$ cat src/rtl/pipe_ctrl_pkg.sv
// Shared types and constants for the WISC-SP13 pipeline sequencing controller.
package pipe_ctrl_pkg;

  typedef enum logic [1:0] {
    RUN    = 2'd0,
    IREDIR = 2'd1,
    DRAIN  = 2'd2,
    HALTED = 2'd3
  } state_t;

  localparam logic [4:0]  OP_HALT = 5'b00000;

  localparam int unsigned OP_HI = 15;
  localparam int unsigned OP_LO = 11;
  localparam int unsigned RS_HI = 10;
  localparam int unsigned RS_LO = 8;
  localparam int unsigned RT_HI = 7;
  localparam int unsigned RT_LO = 5;

  localparam int unsigned DRAIN_CYCLES_DEF = 3;

endpackage

$ cat src/rtl/pipe_ctrl_load_use_cmp.sv
// Load-use hazard comparator: ID source registers against the EX destination.
module load_use_cmp (
  input  logic [2:0] rs,
  input  logic [2:0] rt,
  input  logic       rs_valid,
  input  logic       rt_valid,
  input  logic [2:0] rd,
  output logic       hit
);

  assign hit = (rs_valid && (rs == rd)) || (rt_valid && (rt == rd));

endmodule

$ cat src/rtl/pipe_ctrl.sv
// Pipeline sequencing controller: stage write enables, flush/bubble, HALT drain.
// Optional stall counter enabled by defining PIPE_CTRL_STALL_CNT_EN.
module pipe_ctrl
  import pipe_ctrl_pkg::*;
#(
  parameter int unsigned DRAIN_CYCLES = DRAIN_CYCLES_DEF
) (
  input  logic        clk,
  input  logic        rst_n,
  input  logic [15:0] fd_instr,
  input  logic        fd_rs_valid,
  input  logic        fd_rt_valid,
  input  logic [2:0]  dx_rd,
  input  logic        dx_mem_read,
  input  logic        dx_branch_taken,
  input  logic        if_imem_busy,
  input  logic        xm_dmem_busy,
  output logic        pc_write,
  output logic        fd_write,
  output logic        dx_write,
  output logic        xm_write,
  output logic        mw_write,
  output logic        fd_flush,
  output logic        dx_bubble,
  output logic        halted,
  output logic [15:0] stall_cycles
);

  localparam int unsigned CNT_W = (DRAIN_CYCLES < 2) ? 1 : $clog2(DRAIN_CYCLES + 1);
  localparam logic [CNT_W-1:0] DRAIN_INIT = CNT_W'(DRAIN_CYCLES);

  state_t           state_q, state_d;
  logic [CNT_W-1:0] drain_q, drain_d;
  logic             lu_hit;
  logic             load_use;
  logic             is_halt;
  logic             unused_bits;

  load_use_cmp u_load_use_cmp (
    .rs       (fd_instr[RS_HI:RS_LO]),
    .rt       (fd_instr[RT_HI:RT_LO]),
    .rs_valid (fd_rs_valid),
    .rt_valid (fd_rt_valid),
    .rd       (dx_rd),
    .hit      (lu_hit)
  );

  assign load_use    = dx_mem_read && lu_hit;
  assign is_halt     = (fd_instr[OP_HI:OP_LO] == OP_HALT);
  assign unused_bits = ^fd_instr[RT_LO-1:0];

  always_ff @(posedge clk or negedge rst_n) begin
    if (!rst_n) begin
      state_q <= RUN;
      drain_q <= '0;
    end else begin
      state_q <= state_d;
      drain_q <= drain_d;
    end
  end

  always_comb begin
    state_d = state_q;
    drain_d = drain_q;
    if (!xm_dmem_busy) begin
      unique case (state_q)
        RUN: begin
          if (dx_branch_taken) begin
            if (if_imem_busy) state_d = IREDIR;
          end else if (!load_use && is_halt) begin
            state_d = DRAIN;
            drain_d = DRAIN_INIT;
          end
        end
        IREDIR: begin
          if (!if_imem_busy) state_d = RUN;
        end
        DRAIN: begin
          drain_d = (drain_q == '0) ? '0 : drain_q - 1'b1;
          if (drain_q <= CNT_W'(1)) state_d = HALTED;
        end
        HALTED: state_d = HALTED;
        default: state_d = RUN;
      endcase
    end
  end

  always_comb begin
    pc_write  = 1'b1;
    fd_write  = 1'b1;
    dx_write  = 1'b1;
    xm_write  = 1'b1;
    mw_write  = 1'b1;
    fd_flush  = 1'b0;
    dx_bubble = 1'b0;
    halted    = (state_q == HALTED);
    // Reset forces every enable low while rst_n is held, not just the state.
    if (!rst_n || (state_q == HALTED) || xm_dmem_busy) begin
      pc_write = 1'b0;
      fd_write = 1'b0;
      dx_write = 1'b0;
      xm_write = 1'b0;
      mw_write = 1'b0;
      if (!rst_n) halted = 1'b0;
    end else begin
      unique case (state_q)
        RUN: begin
          if (dx_branch_taken) begin
            fd_flush  = 1'b1;
            dx_bubble = 1'b1;
          end else if (load_use) begin
            pc_write  = 1'b0;
            fd_write  = 1'b0;
            dx_bubble = 1'b1;
          end else if (is_halt || if_imem_busy) begin
            pc_write = 1'b0;
            fd_flush = 1'b1;
          end
        end
        IREDIR, DRAIN: begin
          pc_write = 1'b0;
          fd_flush = 1'b1;
        end
        default: ;
      endcase
    end
  end

`ifdef PIPE_CTRL_STALL_CNT_EN
  logic [15:0] stall_q;

  // A data-memory freeze holds the counter along with the rest of the state.
  always_ff @(posedge clk or negedge rst_n) begin
    if (!rst_n) begin
      stall_q <= '0;
    end else if (((state_q == RUN) || (state_q == IREDIR)) && !pc_write &&
                 !xm_dmem_busy && (stall_q != '1)) begin
      stall_q <= stall_q + 16'd1;
    end
  end

  assign stall_cycles = stall_q;
`else
  assign stall_cycles = '0;
`endif

endmodule

$ cat config.mk
export PLATFORM = sky130hd
export DESIGN_NAME = pipe_ctrl
export DESIGN_NICKNAME = d
export VERILOG_FILES = /design/src/rtl/pipe_ctrl_pkg.sv /design/src/rtl/pipe_ctrl_load_use_cmp.sv /design/src/rtl/pipe_ctrl.sv
export SDC_FILE = /design/constraint.sdc
export NUM_CORES = 1
export LEC_CHECK = 0
export ABC_CLOCK_PERIOD_IN_PS = 5000
export BUFFER_PORTS_ARGS = -buffer_cell sky130_fd_sc_hd__buf_2
export CORE_UTILIZATION = 45
export CTS_BUF_LIST = sky130_fd_sc_hd__clkbuf_8
export CTS_CLUSTER_SIZE = 25
export DETAILED_ROUTE_END_ITERATION = 12
export PLACE_DENSITY = 0.88
export REMOVE_ABC_BUFFERS = 1
export SLEW_MARGIN = 15
export SYNTH_ARGS = -nofsm -noshare
export SYNTH_HDL_FRONTEND = slang
export SYNTH_SLANG_ARGS = --single-unit
$ cat constraint.sdc
create_clock -name clk -period 5 [get_ports clk]
set_input_delay 1 -clock clk [delete_from_list [all_inputs] [get_ports clk]]
set_output_delay 1 -clock clk [all_outputs]
set_load 0.005 [all_outputs]
==> results.py, run 1 <==
metrics = {
    "worst_setup_path": {
        "r2r_start": "state_q[0]",
        "end_kind": "output port",
        "critPathKind": "input pin to output port",
        "startpoint_type": "input pin",
        "r2r_cells": 6,
        "critPathMaxFanout": 5,
        "r2r_end": "state_q[0]",
        "cp.arrival_ns": 2.24,
        "reg2reg_slack_ns": 2.96,
        "crit_required_ns": 4.00,
    },
    "synth": {
        "synth_area_per_cell_um2": 7.64,
        "synth_area_um2": 703,
        "ys_seq_elements": 4,
        "yosysSeqAreaShare": 0.142,
        "syn_inst": 92,
        "yosysUniqueCellTypes": 31,
        "yosys_most_used_dff": "dfrtp_1",
        "synth_edf_count": 0,
        "synthArstFlopShare": 1.00,
        "ys_warn_count": 0,
    },
    "clock_tree": {
        "worstSkewPairLatency_ns": 0.22,
        "cts_hold_buf": 0,
        "numCtsBuffers": 3,
        "clk_path_buf_depth": 2,
        "cts.sinks": 4,
        "clock_tree.htree_level_count": 1,
        "cts_tree": "yes",
        "clk_pin_slew_ns": 0.03,
        "cts_setup_buffers": 0,
        "clockRootBuffer": "clkbuf_8",
        "cts_resized": 0,
    },
    "grt": {
        "grt_pass1_vias": 623,
        "antenna_found_initial": 0,
        "grtUsageTotal": 0.178,
        "grt_start_max_net_pins": 11,
        "grt_pass1_wl_um": 2420,
        "grt_overflow": 0,
    },
    "sta": {
        "finalSetupViolCount": 0,
        "slew_viol_final": 0,
        "min_period_over_period": 0.648,
        "fin_crit_ns": 3.24,
        "rsz0062_at_grt": "no",
        "fmax_mhz": 309,
        "hold_violations": 0,
        "worstMarginPinSlew_ns": 0.652,
        "setup_slack_ns": 1.76,
        "slew-limit-headroom": 0.564,
        "finClkSkew_ns": 0.000834,
        "finalSetupTns_ns": 0,
    },
    "final_layout": {
        "area_growth_pct": 17.4,
        "antenna_cells": 0,
        "post-route-util": 0.597,
        "ff_latch_area_um2": 100,
        "layout.nets": 154,
        "layout-drive-gt1-share": 0.317,
        "final_cell_mix": "29 x buf_2, 16 x conb_1, 8 x nor2_1, 8 x nand2_1",
        "fill_cells": 122,
        "final_common_cell": "buf_2",
        "multi_input_area_um2": 498,
    },
    "route": {
        "vias": 677,
        "firstDrtPassIters": 4,
        "wl_met2_um": 688,
        "drt-initial-drc-count": 12,
        "via_per_inst": 5.01,
        "dr_wl_met3_um": 130,
        "topRoutingLayerUsed": "met3",
        "drt-total-wl_um": 1430,
        "ant_nets": 0,
        "wl_met1_um": 613,
        "remaining_drc_errors": 0,
        "wire_per_inst_um": 10.6,
    },
    "die": {
        "core_area_um2": 1380,
        "die_area_um2": 1720,
        "die_w_um": 41.5,
        "pin_count": 51,
        "start_util": 0.509,
        "rows": 13,
        "die_h_um": 41.5,
    },
    "pwr": {
        "p_total_uw": 325,
        "pwr-share-comb": 0.573,
        "power_density_nw_per_um2": 394,
        "ir_drop_mv": 0.190,
        "leakagePower_nw": 0.416,
        "sequentialPowerShare": 0.216,
        "p_sw_frac": 0.433,
        "p_switching_uw": 141,
        "p_int_uw": 184,
        "clock_power_share": 0.211,
    },
    "placed_design": {
        "io_buffers": 29,
        "dp_slack_ns": 1.74,
        "dp_hpwl_um": 1190,
        "globalplace.congestion": 0.801,
    },
    "status": {
        "status": "complete, no violations",
    },
    "min_path": {
        "min_path_type": "input pin to async pin",
    },
    "flow_run": {
        "drv_cap": 0,
    },
}
[how the worst max path moves through the flow]
stage / startpoint / to / cells after the start
after floorplan: fd_instr[11] / fd_flush / 5
after global placement: dx_rd[1] / pc_write / 7
after detailed placement: dx_rd[1] / pc_write / 7
after CTS: dx_rd[1] / pc_write / 7
after global routing: xm_dmem_busy / pc_write / 5
final: dx_rd[1] / pc_write / 7
[worst max-delay path: stages]
cell     delay, ns
buf_2         0.11
xnor2_1       0.11
and4_1        0.20
o21ai_0       0.42
nand2_1       0.11
a21oi_1       0.15
buf_2         0.12
[logic make-up (layout without fill, tap and decap cells)]
family,after synthesis,in the layout,synth area share
XOR/XNOR,6,6,0.0747
buffers and inverters,25,38,0.230
other,1,16,0.00533
adder cells (fa/ha/maj),5,5,0.0890
flip-flops,4,4,0.142
AND/OR/NAND/NOR,30,30,0.228
AO/OA/AOI/OAI,21,21,0.231
[layer usage]
| metal | GRT usage | vias to the layer above |
|---|---|---|
| met5 | 0 | - |
| met4 | 0.0968 | 0 |
| met3 | 0.0391 | 0 |
| met2 | 0.291 | 45 |
| met1 | 0.214 | 290 |
| li1 | - | 342 |
[stage by stage]
stage	hold WS [ns]	std cells	instance area [um^2]
after floorplan	0.524	88	621
after global placement	0.574	132	785
after detailed placement	0.590	132	785
after CTS	0.586	135	826
after global routing	0.586	135	826
final	0.591	135	826
[Yosys cell counts (2+ instances only)]
| cell type | n | area, um^2 |
|---|---|---|
| o21ai_1 | 2 | 10.0 |
| xnor2_1 | 6 | 52.6 |
| nor3_1 | 3 | 15.0 |
| buf_4 | 18 | 135 |
| nand2b_1 | 2 | 12.5 |
| ha_1 | 5 | 62.6 |
| and2_1 | 2 | 12.5 |
| nor2_1 | 8 | 30.0 |
| nand2_1 | 8 | 30.0 |
| inv_1 | 6 | 22.5 |
| dfrtp_1 | 4 | 100 |
| a21oi_1 | 4 | 20.0 |
| o21ai_0 | 4 | 20.0 |
| o311ai_2 | 2 | 32.5 |
| and4_1 | 2 | 17.5 |
[power groups by stage]
stage	clock, mW	sequential (mW)	combinational [mW]
floorplan	0	0.0630	0.140
global placement	0	0.0678	0.178
detailed placement	0	0.0687	0.187
CTS	0.0710	0.0695	0.186
global route	0.0741	0.0733	0.212
finish	0.0684	0.0703	0.186
[flip-flops by register name, summed over array words and instances (netlist names)]
| register | cells |
|---|---|
| drain_q | 2 |
| state_q | 2 |
[layout make-up]
class | count | share of cell area
Tap cell | 15 | 0.0227
Multi-Input combinational cell | 78 | 0.603
Timing Repair Buffer | 29 | 0.176
Sequential cell | 4 | 0.121
Inverter | 6 | 0.0273
Clock buffer | 3 | 0.0500
Note: power is estimated with default switching activity, not from simulation.
==> inputs of run 2 (changes only) <==
ABC_CLOCK_PERIOD_IN_PS = 3180   (was 5000)
CORE_UTILIZATION = 42   (was 45)
PLACE_DENSITY = 0.83   (was 0.88)
clock period = 3.18 ns   (was 5 ns; I/O delays follow)
==> run 2 against run 1 <==
Net effect:
- first-iteration DRC count decreased by 33%
- clock-buffer cell count unchanged
- power increased by 56%
- worst setup slack got worse by 1.1 ns
- worst hold slack got worse by 0.36 ns
- global-route usage decreased by 1.5 points
- sequential share of layout area about the same
- clock power increased by 54%
- sequential power increased by 52%
- largest cell class unchanged
- highest routed layer unchanged
==> results.py, run 2 (synthesis gave the netlist of run 1 again) <==
metrics = {
    "route": {
        "firstDrtPassIters": 4,
        "drt-total-wl_um": 1360,
        "remaining_drc_errors": 0,
        "vias": 672,
        "wire_per_inst_um": 9.96,
        "via_per_inst": 4.94,
        "ant_nets": 0,
        "drt-initial-drc-count": 8,
    },
    "grt": {
        "grtUsageTotal": 0.163,
        "grt_overflow": 0,
        "grt_pass1_vias": 627,
        "grt_pass1_wl_um": 2370,
        "antenna_found_initial": 0,
        "grt_start_max_net_pins": 11,
    },
    "sta": {
        "fin_crit_ns": 2.54,
        "rsz0062_at_grt": "no",
        "finalSetupTns_ns": 0,
        "worstMarginPinSlew_ns": 0.659,
        "hold_violations": 0,
        "slew-limit-headroom": 0.559,
        "finalSetupViolCount": 0,
        "finClkSkew_ns": 0.000331,
        "slew_viol_final": 0,
        "min_period_over_period": 0.799,
        "fmax_mhz": 393,
    },
    "status": {
        "status": "complete, no violations",
    },
    "final_layout": {
        "layout-drive-gt1-share": 0.317,
        "layout.nets": 154,
        "largestRegisters": "drain_q x2, state_q x2",
        "antenna_cells": 0,
        "area_growth_pct": 17.6,
        "final_common_cell": "buf_2",
        "final_cell_mix": "29 x buf_2, 16 x conb_1, 8 x nor2_1, 8 x nand2_1",
    },
    "clock_tree": {
        "cts_resized": 0,
        "cts_setup_buffers": 0,
        "numCtsBuffers": 3,
        "cts_hold_buf": 0,
        "clockRootBuffer": "clkbuf_8",
        "cts.sinks": 4,
        "cts_tree": "yes",
        "worstSkewPairLatency_ns": 0.21,
        "clock_tree.htree_level_count": 1,
        "clk_path_buf_depth": 2,
        "clk_pin_slew_ns": 0.03,
    },
    "worst_setup_path": {
        "cp_top_family": "simple AND/OR/NAND/NOR gates",
        "cpPeakStageDelay_ns": 0.56,
        "r2r_cells": 6,
        "worst-path-stages": 5,
        "crit_required_ns": 2.54,
        "startpoint_type": "flop",
        "critPathKind": "flop to output port",
        "reg2reg_slack_ns": 1.17,
        "cpMaxStageDelayCell": "nor3b_1",
        "cp.arrival_ns": 1.91,
        "critPathMaxFanout": 7,
        "path_buf_inv": 1,
        "end_kind": "output port",
        "crit_chain": "ha_1 > nor3b_1 > nand2_1 > o21ai_0 > buf_2",
    },
    "die": {
        "rows": 14,
        "die_w_um": 42.9,
        "die_area_um2": 1840,
        "pin_count": 51,
        "start_util": 0.456,
        "die_h_um": 42.9,
        "core_area_um2": 1540,
    },
    "flow_run": {
        "drv_cap": 0,
    },
    "pwr": {
        "leakagePower_nw": 0.416,
        "p_total_uw": 507,
        "power_density_nw_per_um2": 613,
        "ir_drop_mv": 0.355,
    },
    "placed_design": {
        "globalplace.congestion": 0.786,
        "dp_hpwl_um": 1170,
        "io_buffers": 29,
    },
    "min_path": {
        "min_path_type": "input pin to async pin",
    },
}
## run 2: cell counts in the layout (fill, tap and decap cells not counted)
Identical to the previous run, type by type.
## run 2: final timing paths
path                       startpoint         end
setup / recovery           state_q[0]    fd_flush
hold / removal                  rst_n  drain_q[0]
setup reg to reg           state_q[0]  state_q[1]
hold reg to reg            drain_q[1]  drain_q[1]
max in group asynchronous       rst_n  state_q[1]
min in group clk           drain_q[1]  drain_q[1]
## run 2: final cells by class
class / count / area (um^2)
timing repair buffer: 29 / 145
multi-input combinational: 78 / 498
clock buffer: 3 / 41.3
fill: 154 / 714
sequential: 4 / 100
tap: 16 / 20.0
inverter: 6 / 22.5
## run 2: where the power goes
group | internal [mW] | switching [mW] | leakage (nW)
combinational | 0.134 | 0.160 | 0.347
clock | 0.0806 | 0.0249 | 0.0216
sequential | 0.0754 | 0.0321 | 0.0469
total | 0.290 | 0.217 | 0.416
## run 2: metal layers
metal | vias up | track usage | part of all wire
li1 | 343 | - | -
met1 | 287 | 0.207 | 0.44
met2 | 42 | 0.288 | 0.47
met3 | 0 | 0 | 0.089
met4 | 0 | 0.0688 | 0
met5 | - | 0 | 0
## run 2: per-stage QoR
step | util | cells | hold slack [ns] | instance area [um^2] | setup slack (ns)
after floorplan | - | 88 | 0.340 | 621 | 0.887
after global placement | 0.510 | 133 | 0.451 | 786 | 0.679
after detailed placement | 0.510 | 133 | 0.452 | 786 | 0.654
after CTS | 0.537 | 136 | 0.223 | 827 | 0.608
after global routing | 0.537 | 136 | 0.232 | 827 | 0.359
final | 0.537 | 136 | 0.226 | 827 | 0.638
==> inputs of run 3 (changes only) <==
ABC_CLOCK_PERIOD_IN_PS = 2700   (was 3180)
clock period = 2.7 ns   (was 3.18 ns; I/O delays follow)
==> run 3 against run 2 <==
Net effect:
- first-iteration DRC count unchanged
- worst hold slack worse by 0.091 ns
- critical path depth up 2
- combinational power increased by 19%
- critical endpoint unchanged
- highest routed layer unchanged
==> results.py, run 3 (synthesis gave the netlist of run 1 again) <==
metrics = {
    "pwr": {
        "p_total_uw": 600,
        "power_density_nw_per_um2": 713,
        "ir_drop_mv": 0.341,
        "leakagePower_nw": 0.425,
    },
    "route": {
        "vias": 690,
        "firstDrtPassIters": 4,
        "via_per_inst": 5.00,
        "wire_per_inst_um": 9.81,
        "remaining_drc_errors": 0,
        "ant_nets": 0,
        "drt-initial-drc-count": 8,
        "drt-total-wl_um": 1350,
    },
    "clock_tree": {
        "clockRootBuffer": "clkbuf_8",
        "cts_resized": 0,
        "cts_tree": "yes",
        "clk_pin_slew_ns": 0.03,
        "numCtsBuffers": 3,
        "cts_setup_buffers": 0,
        "clock_tree.htree_level_count": 1,
        "worstSkewPairLatency_ns": 0.21,
        "clk_path_buf_depth": 2,
        "cts.sinks": 4,
        "cts_hold_buf": 0,
    },
    "die": {
        "core_area_um2": 1540,
        "pin_count": 51,
        "rows": 14,
        "die_area_um2": 1840,
        "start_util": 0.456,
        "die_h_um": 42.9,
        "die_w_um": 42.9,
    },
    "worst_setup_path": {
        "startpoint_type": "input pin",
        "end_kind": "output port",
        "crit_required_ns": 2.16,
        "critPathMaxFanout": 3,
        "critPathKind": "input pin to output port",
        "r2r_cells": 6,
        "cp.arrival_ns": 1.77,
    },
    "sta": {
        "fin_crit_ns": 2.31,
        "finalSetupViolCount": 0,
        "min_period_over_period": 0.854,
        "finalSetupTns_ns": 0,
        "hold_violations": 0,
        "slew_viol_final": 0,
        "finClkSkew_ns": 0.000850,
        "fmax_mhz": 434,
        "rsz0062_at_grt": "no",
        "whs_ns": 0.135,
    },
    "placed_design": {
        "globalplace.congestion": 0.776,
        "io_buffers": 29,
        "dp_cells": 135,
        "dp_hpwl_um": 1190,
    },
    "final_layout": {
        "final_cell_mix": "29 x buf_2, 16 x conb_1, 8 x nor2_1, 8 x nand2_1",
        "final_cells": 138,
        "largestRegisters": "drain_q x2, state_q x2",
        "layout.nets": 156,
        "layout-drive-gt1-share": 0.328,
        "post-route-util": 0.546,
        "area_growth_pct": 19.8,
        "final_common_cell": "buf_2",
        "antenna_cells": 0,
    },
    "grt": {
        "grtUsageTotal": 0.167,
        "grt_start_max_net_pins": 11,
        "grt_overflow": 0,
        "grt_pass1_wl_um": 2390,
        "antenna_found_initial": 0,
        "grt_pass1_vias": 604,
    },
    "min_path": {
        "min_path_type": "input pin to async pin",
    },
    "status": {
        "status": "complete, no violations",
    },
    "flow_run": {
        "drv_cap": 0,
    },
}
## run 3: changes by cell type in the layout (fill, tap and decap cells not counted), sizes merged
cell  previous run  this run
buf             29        31
## run 3: area by class of cell
type / count / area, um^2
fillers: 164 / 699
clock buffers: 3 / 41.3
flip-flops and latches: 4 / 100
repair buffers: 31 / 160
multi-input cells: 78 / 498
well taps: 16 / 20.0
inverters: 6 / 22.5
## run 3: critical path: stages
cell     delay [ns]
buf_2          0.09
or4_4          0.53
nor2_1         0.10
nor2_1         0.05
o21ba_2        0.18
o21ai_0        0.13
buf_2          0.13
## run 3: path summary, 6_finish.rpt
path                                   start         end  slack [ns]
worst max-delay path            fd_instr[11]    fd_flush        0.39
worst min-delay path                   rst_n  drain_q[1]        0.14
worst max register to register    state_q[0]  state_q[1]        0.68
worst min register to register    drain_q[1]  drain_q[1]        0.60
max in group asynchronous              rst_n  state_q[1]        2.44
min in group clk                  drain_q[1]  drain_q[1]        0.60
## run 3: power breakdown
group | switching [mW] | internal (mW)
sequential | 0.0391 | 0.0888
clock | 0.0280 | 0.0948
combinational | 0.189 | 0.160
total | 0.256 | 0.344
## run 3: per-layer routing
metal,vias up,GRT usage,wire length (um)
li1,346,-,-
met1,299,0.203,618
met2,45,0.282,620
met3,0,0.0383,116
met4,0,0.0625,0
met5,-,0,0
## run 3: per-stage QoR
stage | area [um^2] | setup slack (ns)
after floorplan | 621 | 0.586
after CTS | 842 | 0.384
after global placement | 801 | 0.408
final | 842 | 0.395
after detailed placement | 801 | 0.393
after global routing | 842 | 0.268
